### src/rtl/func_request_encoder.sv
// Captures a user code and one function key press, then presents User/Func for HOLD_CYCLES.
// Optional FUNC_REQUEST_SYNC_EN adds two-flop synchronizers on user_load, func_key and cancel.
//
// state     | meaning
// ----------+-----------------------------------------------------
// IDLE      | no request; User/Func held at 000
// WAIT_FUNC | user latched, waiting for a single function key
// HOLD      | request live on User/Func, req_valid high
module func_request_encoder #(
  parameter int HOLD_CYCLES    = 16,
  parameter int TIMEOUT_CYCLES = 200
) (
  input  logic       clk,
  input  logic       rst_n,
  input  logic [2:0] user_sw,
  input  logic       user_load,
  input  logic [6:0] func_key,
  input  logic       cancel,
  output logic [2:0] User,
  output logic [2:0] Func,
  output logic       req_valid,
  output logic       busy,
  output logic       err
);

  typedef enum logic [1:0] {IDLE, WAIT_FUNC, HOLD} state_t;

  state_t     state, state_nxt;
  logic       load_s, cancel_s;
  logic [6:0] key_s;
  logic       load_q;
  logic [6:0] key_q;
  logic       load_press;
  logic [6:0] key_press;
  logic [2:0] press_cnt, press_code;
  logic [7:0] to_cnt, to_cnt_nxt;
  logic [7:0] hold_cnt, hold_cnt_nxt;
  logic [2:0] user_nxt, func_nxt;
  logic       err_nxt;

`ifdef FUNC_REQUEST_SYNC_EN
  logic [8:0] sync_ff1, sync_ff2;

  always_ff @(posedge clk or negedge rst_n) begin
    if (!rst_n) begin
      sync_ff1 <= '0;
      sync_ff2 <= '0;
    end else begin
      sync_ff1 <= {cancel, func_key, user_load};
      sync_ff2 <= sync_ff1;
    end
  end

  assign {cancel_s, key_s, load_s} = sync_ff2;
`else
  assign load_s   = user_load;
  assign key_s    = func_key;
  assign cancel_s = cancel;
`endif

  // edge registers track the inputs in every state, so keys already down
  // when WAIT_FUNC is entered never look like fresh presses
  always_ff @(posedge clk or negedge rst_n) begin
    if (!rst_n) begin
      load_q <= 1'b0;
      key_q  <= '0;
    end else begin
      load_q <= load_s;
      key_q  <= key_s;
    end
  end

  assign load_press = load_s & ~load_q;
  assign key_press  = key_s & ~key_q;

  always_comb begin
    press_cnt  = '0;
    press_code = '0;
    for (int i = 0; i < 7; i++) begin
      if (key_press[i]) begin
        press_cnt  = press_cnt + 3'd1;
        press_code = 3'(i + 1);
      end
    end
  end

  always_comb begin
    state_nxt    = state;
    user_nxt     = User;
    func_nxt     = Func;
    err_nxt      = 1'b0;
    to_cnt_nxt   = to_cnt;
    hold_cnt_nxt = hold_cnt;
    case (state)
      IDLE: begin
        user_nxt = '0;
        func_nxt = '0;
        if (load_press) begin
          if (user_sw == 3'b000) begin
            err_nxt = 1'b1;
          end else begin
            user_nxt   = user_sw;
            to_cnt_nxt = '0;
            state_nxt  = WAIT_FUNC;
          end
        end
      end
      WAIT_FUNC: begin
        // a valid press wins over a coincident timeout
        if (cancel_s) begin
          user_nxt  = '0;
          func_nxt  = '0;
          state_nxt = IDLE;
        end else if (press_cnt == 3'd1) begin
          func_nxt     = press_code;
          hold_cnt_nxt = '0;
          state_nxt    = HOLD;
        end else if (to_cnt == 8'(TIMEOUT_CYCLES - 1)) begin
          err_nxt   = 1'b1;
          user_nxt  = '0;
          func_nxt  = '0;
          state_nxt = IDLE;
        end else begin
          err_nxt    = (press_cnt > 3'd1);
          to_cnt_nxt = to_cnt + 8'd1;
        end
      end
      HOLD: begin
        if (cancel_s || hold_cnt == 8'(HOLD_CYCLES - 1)) begin
          user_nxt  = '0;
          func_nxt  = '0;
          state_nxt = IDLE;
        end else begin
          hold_cnt_nxt = hold_cnt + 8'd1;
        end
      end
      default: begin
        user_nxt  = '0;
        func_nxt  = '0;
        state_nxt = IDLE;
      end
    endcase
  end

  always_ff @(posedge clk or negedge rst_n) begin
    if (!rst_n) begin
      state    <= IDLE;
      User     <= '0;
      Func     <= '0;
      err      <= 1'b0;
      to_cnt   <= '0;
      hold_cnt <= '0;
    end else begin
      state    <= state_nxt;
      User     <= user_nxt;
      Func     <= func_nxt;
      err      <= err_nxt;
      to_cnt   <= to_cnt_nxt;
      hold_cnt <= hold_cnt_nxt;
    end
  end

  assign req_valid = (state == HOLD);
  assign busy      = (state != IDLE);

endmodule
### config.mk
export PLATFORM = sky130hd
export DESIGN_NAME = func_request_encoder
export DESIGN_NICKNAME = d
export VERILOG_FILES = /design/src/rtl/func_request_encoder.sv
export SDC_FILE = /design/constraint.sdc
export NUM_CORES = 1
export LEC_CHECK = 0
export ABC_AREA = 1
export ABC_CLOCK_PERIOD_IN_PS = 4300
export BUFFER_PORTS_ARGS = -buffer_cell sky130_fd_sc_hd__buf_4
export CORE_UTILIZATION = 58
export DETAILED_ROUTE_END_ITERATION = 16
export PLACE_DENSITY = 0.79
export SYNTH_ARGS = -nofsm -noshare
export SYNTH_HDL_FRONTEND = slang
export SYNTH_SLANG_ARGS = --single-unit
### constraint.sdc
create_clock -name clk -period 4.3 [get_ports clk]
set_input_delay 0.215 -clock clk [delete_from_list [all_inputs] [get_ports clk]]
set_output_delay 0.215 -clock clk [all_outputs]
set_load 0.01 [all_outputs]
# After elaboration in Yosys (flattened, before gate mapping)
# Index checks and enable logic that the tools add are counted.
[totals]
regBits = 33
word_cells = 94
in_bits = 14
output_inout_bits = 9
[op_classes]
n_addsub = 8
magnitude_cmp = 1
bitwise = 4
n_eq_ne = 16
n_reduce_logical = 11
mux = 46
[op_table]
columns = ["op", "n"]
rows = [
  ["two-way mux 8 bit", 8],
  ["two-way mux 3 bit", 20],
  ["case mux 8 bit (2 select lines)", 2],
  ["adder 3 x 1 -> 3 bit (second input constant)", 6],
  ["adder 8 x 1 -> 8 bit (second input constant)", 2],
  ["!= test 2 bit (second input constant)", 7],
  ["two-way mux 2 bit", 6],
  ["case mux 3 bit (3 select lines)", 1],
  ["== test 8 x 4 -> 1 bit (second input constant)", 1],
  ["== test 8 bit (second input constant)", 1],
  ["AND reduction 4 bit", 2],
  ["AND 7 bit", 1],
  ["NOT 7 bit", 1],
  ["two-way mux 1 bit", 6],
  ["!= test 3 bit (second input constant)", 2],
  ["case mux 2 bit (3 select lines)", 1],
  ["case mux 3 bit (2 select lines)", 1],
  ["AND reduction 6 bit", 1],
  ["nonzero test 2 bit", 3],
  ["!= test 4 bit (second input constant)", 1],
  ["== test 3 x 1 -> 1 bit (second input constant)", 1],
  ["greater-than comparator 3 x 1 -> 1 bit (second input constant)", 1],
  ["zero test 3 bit", 1],
  ["AND reduction 3 bit", 1],
  ["other kinds (9)", 9],
]

# Logic depth before layout (Yosys ltp)
[logic_depth]
word_depth = 20
mapped_depth = 29
depth_no_buf = 29

# Worst setup path after synthesis
# Ideal clock, no wire load.
[synth_timing]
path_kind = "reg2reg"
start = "reg key_q[1]"
end = "reg Func[0]"
t_required_ns = 4.183
setup_slack_ns = 0.520
period_less_slack_ns = 3.780
path_stages_with_launch = 29
arrival_time_ns = 3.662
path_cell_list = "dfrtp_1 -> nor2_1 -> inv_1 -> ha_1 -> inv_1 -> nand2_1 -> nand2_1 -> ha_1 -> nand2_1 -> nand2_1 -> ha_1 -> or2_2 -> and2_1 -> ha_1 -> nand2_1 -> nand2_1 -> ha_1 -> nand2_1 -> inv_1 -> nand3_1 -> nand2_1 -> nand2_1 -> nand3_2 -> nor2_4 -> nand2_2 -> nand2_4 -> nand2_1 -> nand2_1 -> nand2_1"
[synth_via]
elab_chain_cells = 17
word_cells_on_any_way = 25
[synth_lines]
columns = ["element", "line", "text"]
rows = [
  ["from (decl)", "32", "logic [6:0] key_q;"],
  ["from (signal assigned)", "69", "key_q <= key_s;"],
  ["NOT 7 bit *", "74", "assign key_press = key_s & ~key_q;"],
  ["AND 7 bit *", "74", ""],
  ["two-way mux 3 bit", "80", "if (key_press[i]) begin"],
  ["adder 3 x 1 -> 3 bit", "81", "press_cnt = press_cnt + 3'd1;"],
  ["two-way mux 3 bit", "80", ""],
  ["adder 3 x 1 -> 3 bit", "81", ""],
  ["two-way mux 3 bit", "80", ""],
  ["adder 3 x 1 -> 3 bit", "81", ""],
  ["two-way mux 3 bit", "80", ""],
  ["adder 3 x 1 -> 3 bit", "81", ""],
  ["two-way mux 3 bit", "80", ""],
  ["adder 3 x 1 -> 3 bit", "81", ""],
  ["two-way mux 3 bit", "80", ""],
  ["== test 3 x 1 -> 1 bit", "114", "end else if (press_cnt == 3'd1) begin"],
  ["two-way mux 3 bit", "114", ""],
  ["two-way mux 3 bit", "110", "if (cancel_s) begin"],
  ["case mux 3 bit (2 select lines)", "94", "case (state)"],
  ["to (signal assigned)", "156", "Func <= func_nxt;"],
  ["to (decl)", "20", "output logic [2:0] Func,"],
]
# Mark *: on every way between the ends. The rest lies on a longest branch, timed or not.
# A chain may end at the register's enable or synchronous reset.

# Worst setup path in the final report
[layout_timing]
start = "in func_key[1]"
end = "reg to_cnt[0]"
[layout_via]
elab_chain_cells = 15
[layout_lines]
columns = ["element", "line", "text"]
rows = [
  ["from (decl)", "17", "input logic [6:0] func_key,"],
  ["AND 7 bit *", "74", ""],
  ["two-way mux 3 bit *", "80", ""],
  ["adder 3 x 1 -> 3 bit", "81", ""],
  ["two-way mux 3 bit *", "80", ""],
  ["adder 3 x 1 -> 3 bit", "81", ""],
  ["two-way mux 3 bit *", "80", ""],
  ["adder 3 x 1 -> 3 bit", "81", ""],
  ["two-way mux 3 bit *", "80", ""],
  ["adder 3 x 1 -> 3 bit", "81", ""],
  ["two-way mux 3 bit *", "80", ""],
  ["adder 3 x 1 -> 3 bit", "81", ""],
  ["two-way mux 3 bit *", "80", ""],
  ["== test 3 x 1 -> 1 bit *", "114", ""],
  ["!= test 2 bit (no source line) *", "--", ""],
  ["AND reduction 6 bit (no source line) *", "--", ""],
  ["to (signal assigned)", "158", "to_cnt <= to_cnt_nxt;"],
  ["to (decl)", "36", "logic [7:0] to_cnt, to_cnt_nxt;"],
]
# Marked as above.

==> results.md <==
- Worst slew pin tran: 0.4437 ns
- Max Root-Sink Buffers: 2
- Die width: 62.26 microns
- Max-cap violations: 0
- Antenna violations before repair: 0
- Yosys warnings: 0
- Final WL: 4.294 mm
- F_max: 243.8 MHz
- Internal power: 0.5006 mW
- Mapped Cells: 288
- Htree depth: 2
- 1st-iter DRT viols: 135
- HP Class: in -> reg
- Distinct cell type count of the synthesized netlist: 27
- Die Ht: 62.26 microns
- Register area: 825.8 sq um
- GR Overflow Total: 0
- Die area: 0.003876 sq mm
- Worst setup EP type: flop
- Clock Tree Root: clkbuf_4
- Initial Util: 61.65%
- Post-Syn Area: 0.002106 sq mm
- Syn Nets: 311
- Ports: 23
- Most common cell after layout, fill and taps aside: nand2_1
- Fin nets: 354
- Final min period: 4.102 ns
- Final Worst Setup Slack: 0.1984 ns
- Clock sink count: 33
- P_leak: 1.382 nW
- Setup TNS: 0 ns
- WS Path Type: in -> reg
- CTS buffer count: 5
- Critical Path Most Common Cell: nand2_1
- Hold Vio Cnt, Final: 0
- Slowest CP cell: dlygate4sd3_1
- Worst EP required: 4.54 ns
- Synthesis-to-layout area growth: 21.87%
- IO Port Bufs: 22
- Period utilisation layout: 95.39%
- Sw Ratio: 32.46%
- Post-DRT Antenna Nets: 0
- Most frequent cells in the layout: nand2_1, nand3_1, dfrtp_1
- Worst-path maximum fanout: 9
- Initial DRT Pass Iterations: 4
- Detail Placement HPWL: 3.145 mm
- Switching Power: 0.2406 mW
- CP Launch Type: input pin
- Max VDD drop: 0.0002107 V
- Status: completed
- Worst-path clk slew: 0.11 ns
- Core Rows: 21
- Total power: 0.7412 mW
- Combinational Power Share: 26.7%
- Vias: 1965
- Vias per std cell: 5.198
- Seq/Total Area, Yosys: 39.22%
- Total power per unit cell area: 288.8 mW/mm^2
- Vias in the first global route: 1662
- Clock Power Share: 27.4%
- Drc violations: 0
- Global-route wire length before repair: 7.376 mm
- Placed cell area: 0.002328 sq mm
- Crit path largest cell delay: 0.54 ns
- TritonCTS clock tree: done
- Synth Register Bits: 33
- CORE AREA: 0.003416 sq mm
- Final setup vio count: 0
- Layout Utilization: 75.13%
- Clock Latency Late Sink: 0.35 ns
- Final instance area: 0.002566 sq mm
- Final Max Tran Viols: 0
- Sequential share of power: 46.0%
- Fillers: 262
- DR WL/cell: 11.36 microns
- Placement Setup Slack: 0.1917 ns
- Largest net degree at the start of global routing: 34
- Post-Syn Area per Cell: 7.312 sq um
- GPL Wtd Cong: 0.8338
- Antenna diodes: 0
- Multi-input logic area: 0.001185 sq mm
- Skew final: 0.01012 ns
- GRT Util Overall: 24.53%
- Share of layout cells above drive strength 1: 20.18%
- Slew Limit Headroom: 70.19%
- CP arrival: 4.35 ns
==> layer usage <==
metal | GRT usage, % | up-vias | share of wire, % | wire [microns]
met4 | 9.593 | 0 | 1.8 | 79
met3 | 5.515 | 9 | 5.4 | 234
met1 | 34.52 | 893 | 48 | 2065
met2 | 36.68 | 47 | 45 | 1914
li1 | - | 1016 | - | -
met5 | 0 | - | 0 | 0
==> through the flow <==
stage,hold WS (ns),std cells
CTS,0.0006488,372
global placement,0.1854,356
global route,0.07127,378
detailed placement,0.1837,356
finish,0.07333,378
floorplan,-0.08059,288
==> worst paths after layout <==
check,start,end,slack [ns],cells after the start
worst max-delay path,func_key[1],to_cnt[0],0.20,31
worst min-delay path,user_sw[0],User[0],0.07,3
worst max register to register,key_q[0],to_cnt[0],0.38,26
worst min register to register,Func[2],Func[2],0.49,2
max in group asynchronous,rst_n,key_q[3],3.65,2
min in group asynchronous,rst_n,Func[0],0.34,2
==> sequential cells by signal (all words and copies together), names as in the netlist <==
register / cells
hold_cnt: 8
to_cnt: 8
key_q: 7
Func: 3
User: 3
state: 2
err: 1
load_q: 1
==> area by class of cell <==
class	count	area share (%)
multi-input combinational	220	46.17
tap	46	2.243
clock buffer	7	2.535
clock inverter	1	0.1950
sequential	33	32.18
inverter	35	5.119
timing repair buffer	36	11.56
==> synth_stat cells <==
cell / count / share of area [%]
xor2_1: 5 / 2.1
a211oi_1: 1 / 0.36
nand3_4: 1 / 0.83
and2_1: 1 / 0.30
or4_1: 1 / 0.36
nor2_1: 28 / 5.0
nor4_1: 2 / 0.59
nor2_4: 3 / 1.6
nand3_1: 40 / 9.5
inv_2: 5 / 0.89
dfrtp_1: 33 / 39
o21ai_0: 2 / 0.48
xnor2_1: 2 / 0.83
nor2_2: 1 / 0.30
nand4_1: 6 / 1.8
nand2_4: 4 / 2.1
nor3_1: 5 / 1.2
a21oi_1: 2 / 0.48
ha_1: 9 / 5.3
nand2_1: 94 / 17
a21oi_2: 1 / 0.42
o22ai_1: 1 / 0.30
nand2_2: 3 / 0.89
inv_1: 30 / 5.3
or2_2: 3 / 0.89
nor3b_1: 2 / 0.71
nand3_2: 3 / 1.4
==> repair_timing <==
action / 4_1_cts / 5_1_grt
endpoints found under the hold margin: 40 / 1
hold buffers: 8 / 1
buffers inserted: 0 / 5
endpoints found under the setup margin: 0 / 25
gates resized for setup: 0 / 10
==> cell families (layout without fill, tap and decap cells) <==
| group | Yosys count | count (layout) | synth area share, % |
|---|---|---|---|
| AOI/OAI and AO/OA | 7 | 7 | 2.021 |
| and+or+nand+nor | 197 | 197 | 44.27 |
| DFF | 33 | 33 | 39.22 |
| adders and majority gates | 9 | 9 | 5.348 |
| buffers and inverters | 35 | 79 | 6.239 |
| xor gates and xnor gates | 7 | 7 | 2.912 |
==> power groups by stage <==
stage | clock network [mW] | registers (mW) | logic [mW]
global placement | 0 | 0.346 | 0.170
CTS | 0.209 | 0.340 | 0.180
floorplan | 0 | 0.347 | 0.118
finish | 0.203 | 0.341 | 0.198
global route | 0.225 | 0.343 | 0.221
detailed placement | 0 | 0.347 | 0.174
==> worst max-delay path, delay by kind of cell <==
family / cells / cell delay, ns
fa+ha+maj: 5 / 1.28
buf+inv: 6 / 0.85
simple gates: 20 / 1.99
Note: power is estimated with default switching activity, not from simulation.
